[config.mk]
export PLATFORM = sky130hd
export DESIGN_NAME = vga_timing_gen
export DESIGN_NICKNAME = d
export VERILOG_FILES = /design/src/rtl/vga_timing_pkg.sv /design/src/rtl/vga_sync_delay.sv /design/src/rtl/vga_timing_gen.sv
export SDC_FILE = /design/constraint.sdc
export NUM_CORES = 1
export LEC_CHECK = 0
export CAP_MARGIN = 25
export CORE_MARGIN = 2
export CORE_UTILIZATION = 37
export CTS_CLUSTER_DIAMETER = 200
export DETAILED_ROUTE_END_ITERATION = 10
export GPL_ROUTABILITY_DRIVEN = 0
export PLACE_DENSITY = 0.63
export SLEW_MARGIN = 20
export SYNTH_ARGS = -nofsm -noshare
export SYNTH_HDL_FRONTEND = slang
export SYNTH_SLANG_ARGS = --single-unit
[constraint.sdc]
create_clock -name vga_clk -period 2.4 [get_ports vga_clk]
set_input_delay 0.72 -clock vga_clk [delete_from_list [all_inputs] [get_ports vga_clk]]
set_output_delay 0.72 -clock vga_clk [all_outputs]
set_load 0.05 [all_outputs]
[src/rtl/vga_timing_pkg.sv]
`default_nettype none
// ============================================================================
// Module   : vga_timing_pkg
// Brief    : 640x480@60 raster constants and coordinate helpers shared by the
//            timing generator and the renderers.
// Revision : 1.0 - initial release
// ============================================================================
package vga_timing_pkg;

  localparam int COORD_W        = 10;
  localparam int COORD_LIMIT    = 1 << COORD_W;
  localparam int MAX_SYNC_DELAY = 4;

  localparam int H_ACTIVE = 640;
  localparam int H_FP     = 16;
  localparam int H_SYNC   = 96;
  localparam int H_BP     = 48;
  localparam int V_ACTIVE = 480;
  localparam int V_FP     = 10;
  localparam int V_SYNC   = 2;
  localparam int V_BP     = 33;

  localparam int H_TOTAL = H_ACTIVE + H_FP + H_SYNC + H_BP;
  localparam int V_TOTAL = V_ACTIVE + V_FP + V_SYNC + V_BP;

  typedef logic [COORD_W-1:0] coord_t;

  // Half-open window test [start, start+len); done in int so a window that
  // ends exactly at COORD_LIMIT does not overflow the coordinate width.
  function automatic logic in_window(input coord_t pos, input int start, input int len);
    return (int'(pos) >= start) && (int'(pos) < start + len);
  endfunction

endpackage
`default_nettype wire

[src/rtl/vga_sync_delay.sv]
`default_nettype none
// ============================================================================
// Module   : vga_sync_delay
// Brief    : Resettable shift register aligning sync signals with a
//            registered colour path. DEPTH of 0 is a straight wire.
// Revision : 1.0 - initial release
// ============================================================================
module vga_sync_delay #(
  parameter int   WIDTH     = 2,
  parameter int   DEPTH     = 1,
  parameter logic RESET_VAL = 1'b1
) (
  input  logic             vga_clk,
  input  logic             reset_n,
  input  logic [WIDTH-1:0] din,
  output logic [WIDTH-1:0] dout
);

  import vga_timing_pkg::*;

  generate
    if (DEPTH < 0 || DEPTH > MAX_SYNC_DELAY) begin : g_bad_depth
      $error("vga_sync_delay: DEPTH %0d outside 0..%0d", DEPTH, MAX_SYNC_DELAY);
    end

    if (DEPTH == 0) begin : g_bypass
      assign dout = din;
    end else begin : g_pipe
      logic [DEPTH-1:0][WIDTH-1:0] r_stage;

      always_ff @(posedge vga_clk or negedge reset_n) begin
        if (!reset_n) begin
          r_stage <= {(DEPTH*WIDTH){RESET_VAL}};
        end else begin
          r_stage[0] <= din;
          for (int i = 1; i < DEPTH; i++) begin
            r_stage[i] <= r_stage[i-1];
          end
        end
      end

      assign dout = r_stage[DEPTH-1];
    end
  endgenerate

endmodule
`default_nettype wire

[src/rtl/vga_timing_gen.sv]
`default_nettype none
// ============================================================================
// Module   : vga_timing_gen
// Brief    : Raster scan counters, active-display flag, delayed syncs, line
//            and frame strobes and a completed-frame counter.
// Revision : 1.0 - initial release
// ============================================================================
module vga_timing_gen #(
  parameter int H_ACTIVE    = vga_timing_pkg::H_ACTIVE,
  parameter int H_FP        = vga_timing_pkg::H_FP,
  parameter int H_SYNC      = vga_timing_pkg::H_SYNC,
  parameter int H_BP        = vga_timing_pkg::H_BP,
  parameter int V_ACTIVE    = vga_timing_pkg::V_ACTIVE,
  parameter int V_FP        = vga_timing_pkg::V_FP,
  parameter int V_SYNC      = vga_timing_pkg::V_SYNC,
  parameter int V_BP        = vga_timing_pkg::V_BP,
  parameter int SYNC_DELAY  = 1,
  parameter int FRAME_CNT_W = 16
) (
  input  logic                                vga_clk,
  input  logic                                reset_n,
  output logic [vga_timing_pkg::COORD_W-1:0]  DrawX,
  output logic [vga_timing_pkg::COORD_W-1:0]  DrawY,
  output logic                                blank,
  output logic                                hs,
  output logic                                vs,
  output logic                                line_start,
  output logic                                frame_start,
  output logic [FRAME_CNT_W-1:0]              frame_count
);

  import vga_timing_pkg::*;

  localparam int     c_h_total  = H_ACTIVE + H_FP + H_SYNC + H_BP;
  localparam int     c_v_total  = V_ACTIVE + V_FP + V_SYNC + V_BP;
  localparam coord_t c_h_last   = coord_t'(c_h_total - 1);
  localparam coord_t c_v_last   = coord_t'(c_v_total - 1);
  localparam int     c_hs_start = H_ACTIVE + H_FP;
  localparam int     c_vs_start = V_ACTIVE + V_FP;

  generate
    if (c_h_total > COORD_LIMIT || c_v_total > COORD_LIMIT) begin : g_bad_raster
      $error("vga_timing_gen: raster %0dx%0d exceeds %0d", c_h_total, c_v_total, COORD_LIMIT);
    end
    if (SYNC_DELAY < 0 || SYNC_DELAY > MAX_SYNC_DELAY) begin : g_bad_delay
      $error("vga_timing_gen: SYNC_DELAY %0d outside 0..%0d", SYNC_DELAY, MAX_SYNC_DELAY);
    end
    if (FRAME_CNT_W < 1) begin : g_bad_fcnt
      $error("vga_timing_gen: FRAME_CNT_W must be at least 1");
    end
  endgenerate

  logic                   r_running;
  coord_t                 r_h;
  coord_t                 r_v;
  logic [FRAME_CNT_W-1:0] r_frame_count;

  logic       w_h_last;
  logic       w_v_last;
  logic       w_line_start;
  logic       w_hs_raw;
  logic       w_vs_raw;
  logic [1:0] w_sync_dly;

  assign w_h_last = (r_h == c_h_last);
  assign w_v_last = (r_v == c_v_last);

  // running holds the counters still on the release edge so (0,0) is the
  // first pixel actually presented.
  always_ff @(posedge vga_clk or negedge reset_n) begin
    if (!reset_n) begin
      r_running     <= 1'b0;
      r_h           <= '0;
      r_v           <= '0;
      r_frame_count <= '0;
    end else begin
      r_running <= 1'b1;
      if (r_running) begin
        if (w_h_last) begin
          r_h <= '0;
          if (w_v_last) begin
            r_v           <= '0;
            r_frame_count <= r_frame_count + FRAME_CNT_W'(1);
          end else begin
            r_v <= r_v + coord_t'(1);
          end
        end else begin
          r_h <= r_h + coord_t'(1);
        end
      end
    end
  end

  assign w_line_start = r_running & (r_h == '0);
  assign w_hs_raw     = ~(r_running & in_window(r_h, c_hs_start, H_SYNC));
  assign w_vs_raw     = ~(r_running & in_window(r_v, c_vs_start, V_SYNC));

  vga_sync_delay #(
    .WIDTH     (2),
    .DEPTH     (SYNC_DELAY),
    .RESET_VAL (1'b1)
  ) u_sync_delay (
    .vga_clk (vga_clk),
    .reset_n (reset_n),
    .din     ({w_hs_raw, w_vs_raw}),
    .dout    (w_sync_dly)
  );

  assign DrawX       = r_h;
  assign DrawY       = r_v;
  assign blank       = r_running & in_window(r_h, 0, H_ACTIVE) & in_window(r_v, 0, V_ACTIVE);
  assign line_start  = w_line_start;
  assign frame_start = w_line_start & (r_v == '0);
  assign hs          = w_sync_dly[1];
  assign vs          = w_sync_dly[0];
  assign frame_count = r_frame_count;

endmodule
`default_nettype wire

# Word level (Yosys, flattened, before mapping)
# Cells that the tools add are included.
# W data, S select, Z words.
# classes
addsub	3
multipliers	0
div_mod_pow	0
n_lt_le_gt_ge	6
eq_ne	2
n_shift	0
n_mux	2
bitwise_logic	8
reduce_logical	6
# ops
operator	n
$add A10 B1 Y10 const B	2
$eq A10 B10 Y1 const B	2
$logic_not A10 Y1	2
$lt A10 B10 Y1 const B	2
$lt A10 B9 Y1 const B	2
$mux W10	2
$add A16 B1 Y16 const B	1
$ge A10 B10 Y1 const B	1
$ge A10 B9 Y1 const B	1
$and A1 B1 Y1	6
$reduce_and A3 Y1	1
$logic_and A1 B1 Y1	2
$not A1 Y1	2
$reduce_and A2 Y1	1
# totals
ff_bits	39
latchBits	0
mem_bits_rw	0
romBits	0
wordCells	32
memories	0

# Logic depth before layout (Yosys ltp)
# logic_depth
ltp_word	4
mapped_depth	8
mapped_depth_nobuf	6

# Cells and area by module
# Synthesis repeated with hierarchy kept, for this count alone.
# unflattened
cells_unflattened	182
area_unflattened_um2	1911.8
# by_module_without_submodules
module	n_inst	cells_each	area_per_inst_um2	seq_area_each_um2
vga_timing_gen	1	180	1859.3	925.9
vga_sync_delay	1	2	52.6	52.6

# Worst setup path before layout
# OpenSTA, ideal clock, no wires.
# synth_timing
path_kind	register -> output
from	register r_h[6], in the netlist DrawX[6]
to	output port frame_start
t_arrival_ns	3.714
t_required_ns	1.680
setup_slack_ns	-2.034
stages_incl_launch_ff	6
path_buffers	2
path_cell_list	dfrtp_1 -> buf_6 -> or4b_4 -> buf_6 -> nor4_1 -> and4_1
# synth_via
elab_chain_len	3
# synth_rtl
element	line_no	rtl
start: declaration	vga_timing_gen.sv:54	coord_t r_h;
start signal: assignment	vga_timing_gen.sv:88	r_h <= r_h + coord_t'(1);
$logic_not A10 Y1	vga_timing_gen.sv:94	assign w_line_start = r_running & (r_h == '0);
$and A1 B1 Y1	vga_timing_gen.sv:94	
named net line_start	vga_timing_gen.sv:27	output logic line_start,
$and A1 B1 Y1	vga_timing_gen.sv:113	assign frame_start = w_line_start & (r_v == '0);
end: declaration	vga_timing_gen.sv:28	output logic frame_start,
# The timed path passes the listed nets, and every way through them passes these cells.

# Worst setup path after layout
# layout_timing
from	register r_h[0], in the netlist DrawX[0]
to	output port frame_start
# layout_via
elab_chain_len	3
# layout_rtl
element	line_no
$logic_not A10 Y1	vga_timing_gen.sv:94
$and A1 B1 Y1	vga_timing_gen.sv:94
$and A1 B1 Y1	vga_timing_gen.sv:113
# Every way passes these cells.

==> summary.txt <==
Power and ir drop
  • VDD IR max: 355.4 uV
  • Leakage: 1.205 nW
  • Pwr Total: 0.001826 W
  • PD cells: 653.1 mW/mm^2

Synthesis
  • Synth Area in Adders: 3.736%
  • Synth area leaders: dfrtp_1 46%, xnor2_1 10%, nand3_1 5.5%
  • Mapped Area: 0.002009 sq mm
  • Warnings, synthesis: 0
  • Main combinational cell family by area after synthesis: simple AND/OR/NAND/NOR gates
  • Mux share of post-synthesis cell area: 1.121%
  • Syn nets: 202
  • Seq cells post-synth: 39
  • Post-Synth Simple-Gate Area: 26.65%
  • Register area share after synthesis: 48.69%
  • Syn avg cell area: 10.36 sq um
  • Area leader, netlist: dfrtp_1
  • Area share of xor/xnor cells in the synthesized design: 12.20%
  • Compound-Gate Fraction of Synth Area: 3.798%
  • Cells after Synth: 194
  • Yosys top cell area share: 46.08%
  • Synth cell types: 39

Detailed routing
  • Final WL: 4.678 mm
  • Routed Antenna Nets: 0
  • Wirelength per Cell: 14.26 um
  • Vias per cell: 5.037
  • Iter 0 DRT Violations: 110
  • Vias post-DR: 1652
  • First-pass DRT Iterations: 4
  • Final routed DRC violation total: 0

Floorplanning
  • Die H: 77.70 um
  • Die W: 77.70 um
  • Total core area: 0.005172 sq mm
  • Top Ports: 43
  • Die area: 0.006037 sq mm
  • Initial core utilization: 38.85%
  • Cell Rows: 26

Clock tree
  • Total CTS buffers: 5
  • Worst-Skew Late Latency: 0.29 ns
  • Reg clk slew, reported paths: 0.07 ns
  • Hold Buf Count CTS: 0
  • Root Buffer: clkbuf_8
  • CTS tree: built
  • CTS max path bufs: 2
  • Post-CTS setup buffer count: 0
  • Sink Count: 39
  • H-tree Lvls: 2

Placement
  • Post-DP HPWL: 3.452 mm
  • Setup slack at placement: -0.09881 ns
  • Post-DP Area: 0.002693 sq mm
  • Placed Cells: 320
  • IO Port Bufs: 42

STA
  • Worst Skew: 0.009897 ns
  • RSZ-0062 raised after global routing: yes
  • Relative slew slack: 66.02%
  • Maximum clock frequency: 369.8 MHz
  • Part of the cycle the worst path needs: 112.7%
  • Least-Margin Pin Slew: 0.5089 ns
  • Final min period: 2.704 ns
  • Fin. max-slew vios: 0
  • # setup viols final: 2
  • Final WS setup: -0.3043 ns
  • Min Hold Slack: 0.3936 ns
  • Hold Fails Final Rpt: 0

Global routing
  • Overflow after GRT: 0
  • First-pass GRT wire length: 8.286 mm
  • Largest net degree at the start of global routing: 40
  • Vias in the first global route: 1706
  • Initial antenna violation count: 0
  • Gr usage total: 17.12%

Setup path
  • RR Endpoint: DrawY[3]
  • Data required, critical path: 1.68 ns
  • Crit path kind: reg -> out
  • Crit Reg-Reg Startpoint: DrawX[6]
  • R2r worst-path depth: 5
  • Crit start category: flop
  • CP endpoint kind: primary output
  • FF-to-FF setup slack: 0.24 ns
  • Worst Path Max Fanout: 2
  • Critical Path AT: 1.98 ns

Finish
  • Most frequent cells in the layout: 34 x clkdlybuf4s50_1, 32 x dfrtp_1, 24 x xnor2_1
  • Share of layout cells above drive strength 1: 21.32%
  • Filler instances: 447
  • Finished Layout Cells: 328
  • Fin area: 0.002795 sq mm
  • Most common cell after layout, fill and taps aside: clkdlybuf4s50_1
  • Final nets: 265
  • N_diodes: 0
  • Area Overhead vs Synth: 39.10%

Job
  • Maxcap violations: 0

Run status
  • Failing checks: setup timing
  • Run status: finished with violations

Worst hold path
  • Hold Path Class: in -> async
[critical path, cell delays in order (launching register included)]
cell,delay [ns]
dfrtp_2,0.41
inv_2,0.08
ha_4,0.12
or4b_4,0.46
nor4_4,0.21
and4_4,0.28
buf_12,0.13
[report_power, final]
group          internal [W]  switching [W]  total (W)  leakage (nW)
Combinational      0.000251       0.000414   0.000664         0.648
Sequential         0.000709      0.0000261   0.000735         0.516
Clock              0.000203       0.000223   0.000426        0.0412
[sequential cells by signal, indices dropped and copies added, names as in the netlist]
name and count:
r_running 1, frame_count 16, DrawX 10, DrawY 10, u_sync_delay.dout 2
[cell usage after synthesis]
master     count
conb_1         1
o22ai_1        2
o21ai_1        1
mux2_2         2
nor4_1         4
or4b_4         1
nand3_1       22
or3_1          3
and3_1         8
nor3b_1        1
nor2b_1        1
and4_1         4
nor4_2         2
nand2_1       10
clkbuf_1       4
buf_6          2
a21oi_1        2
ha_1           6
o211ai_1       1
inv_1          8
or4_1          1
buf_2          1
o311ai_0       1
and2_1         1
nor3_4         1
xnor2_1       24
nor2_1        11
dfrtp_1       37
o2bb2ai_1      1
dfstp_2        2
nand4_1       11
or4b_2         1
or4_4          1
or2_2          1
a22o_1         1
xor2_1         4
nor3_1         6
nor4b_1        1
o21ai_0        3
[through the flow]
stage,util [%],setup TNS (ns)
5_1_grt,54.04,-0.6389
3_5_place_dp,52.06,-0.09881
4_1_cts,53.94,-0.5487
6_report,54.04,-0.5007
2_1_floorplan,-,-0.9107
3_3_place_gp,52.06,-0.06143
[worst max-delay path by stage]
stage                   from     endpoint  slack (ns)
floorplan           DrawX[6]  frame_start       -0.69
global placement    DrawX[0]  frame_start       -0.06
detailed placement  DrawX[0]  frame_start        -0.1
CTS                 DrawX[0]  frame_start       -0.33
global route        DrawX[0]  frame_start       -0.38
finish              DrawX[0]  frame_start       -0.30
[area by class of cell]
| cell class | instances | area, sq um | share of cell area [%] |
|---|---|---|---|
| repair buffers | 63 | 615.6 | 22.02 |
| clock buffers | 6 | 72.57 | 2.596 |
| well taps | 70 | 87.58 | 3.133 |
| clock inverters | 2 | 12.51 | 0.4476 |
| flip-flops and latches | 39 | 984.7 | 35.23 |
| inverters | 8 | 30.03 | 1.074 |
| multi-input cells | 140 | 992.2 | 35.50 |
[layer usage]
metal | vias to the layer above | GRT usage (%) | wire (um)
met2 | 29 | 26.47 | 2199
met1 | 802 | 24.36 | 2277
met5 | - | 0 | 0
met4 | 0 | 5.000 | 53
li1 | 817 | - | -
met3 | 4 | 3.372 | 148
[logic make-up after synthesis]
family | count (synthesis)
AND/OR/NAND/NOR | 91
flip-flops | 39
XOR/XNOR | 28
buffers and inverters | 15
AO/OA/AOI/OAI | 12
adder cells (fa/ha/maj) | 6
multiplexers | 2
other | 1
[repair_timing]
action	CTS	global route
setup endpoints to repair	2	4
cloned	0	0
gates resized for setup	2	2
pin swaps	2	0
Power figures use the tool's default switching activity.
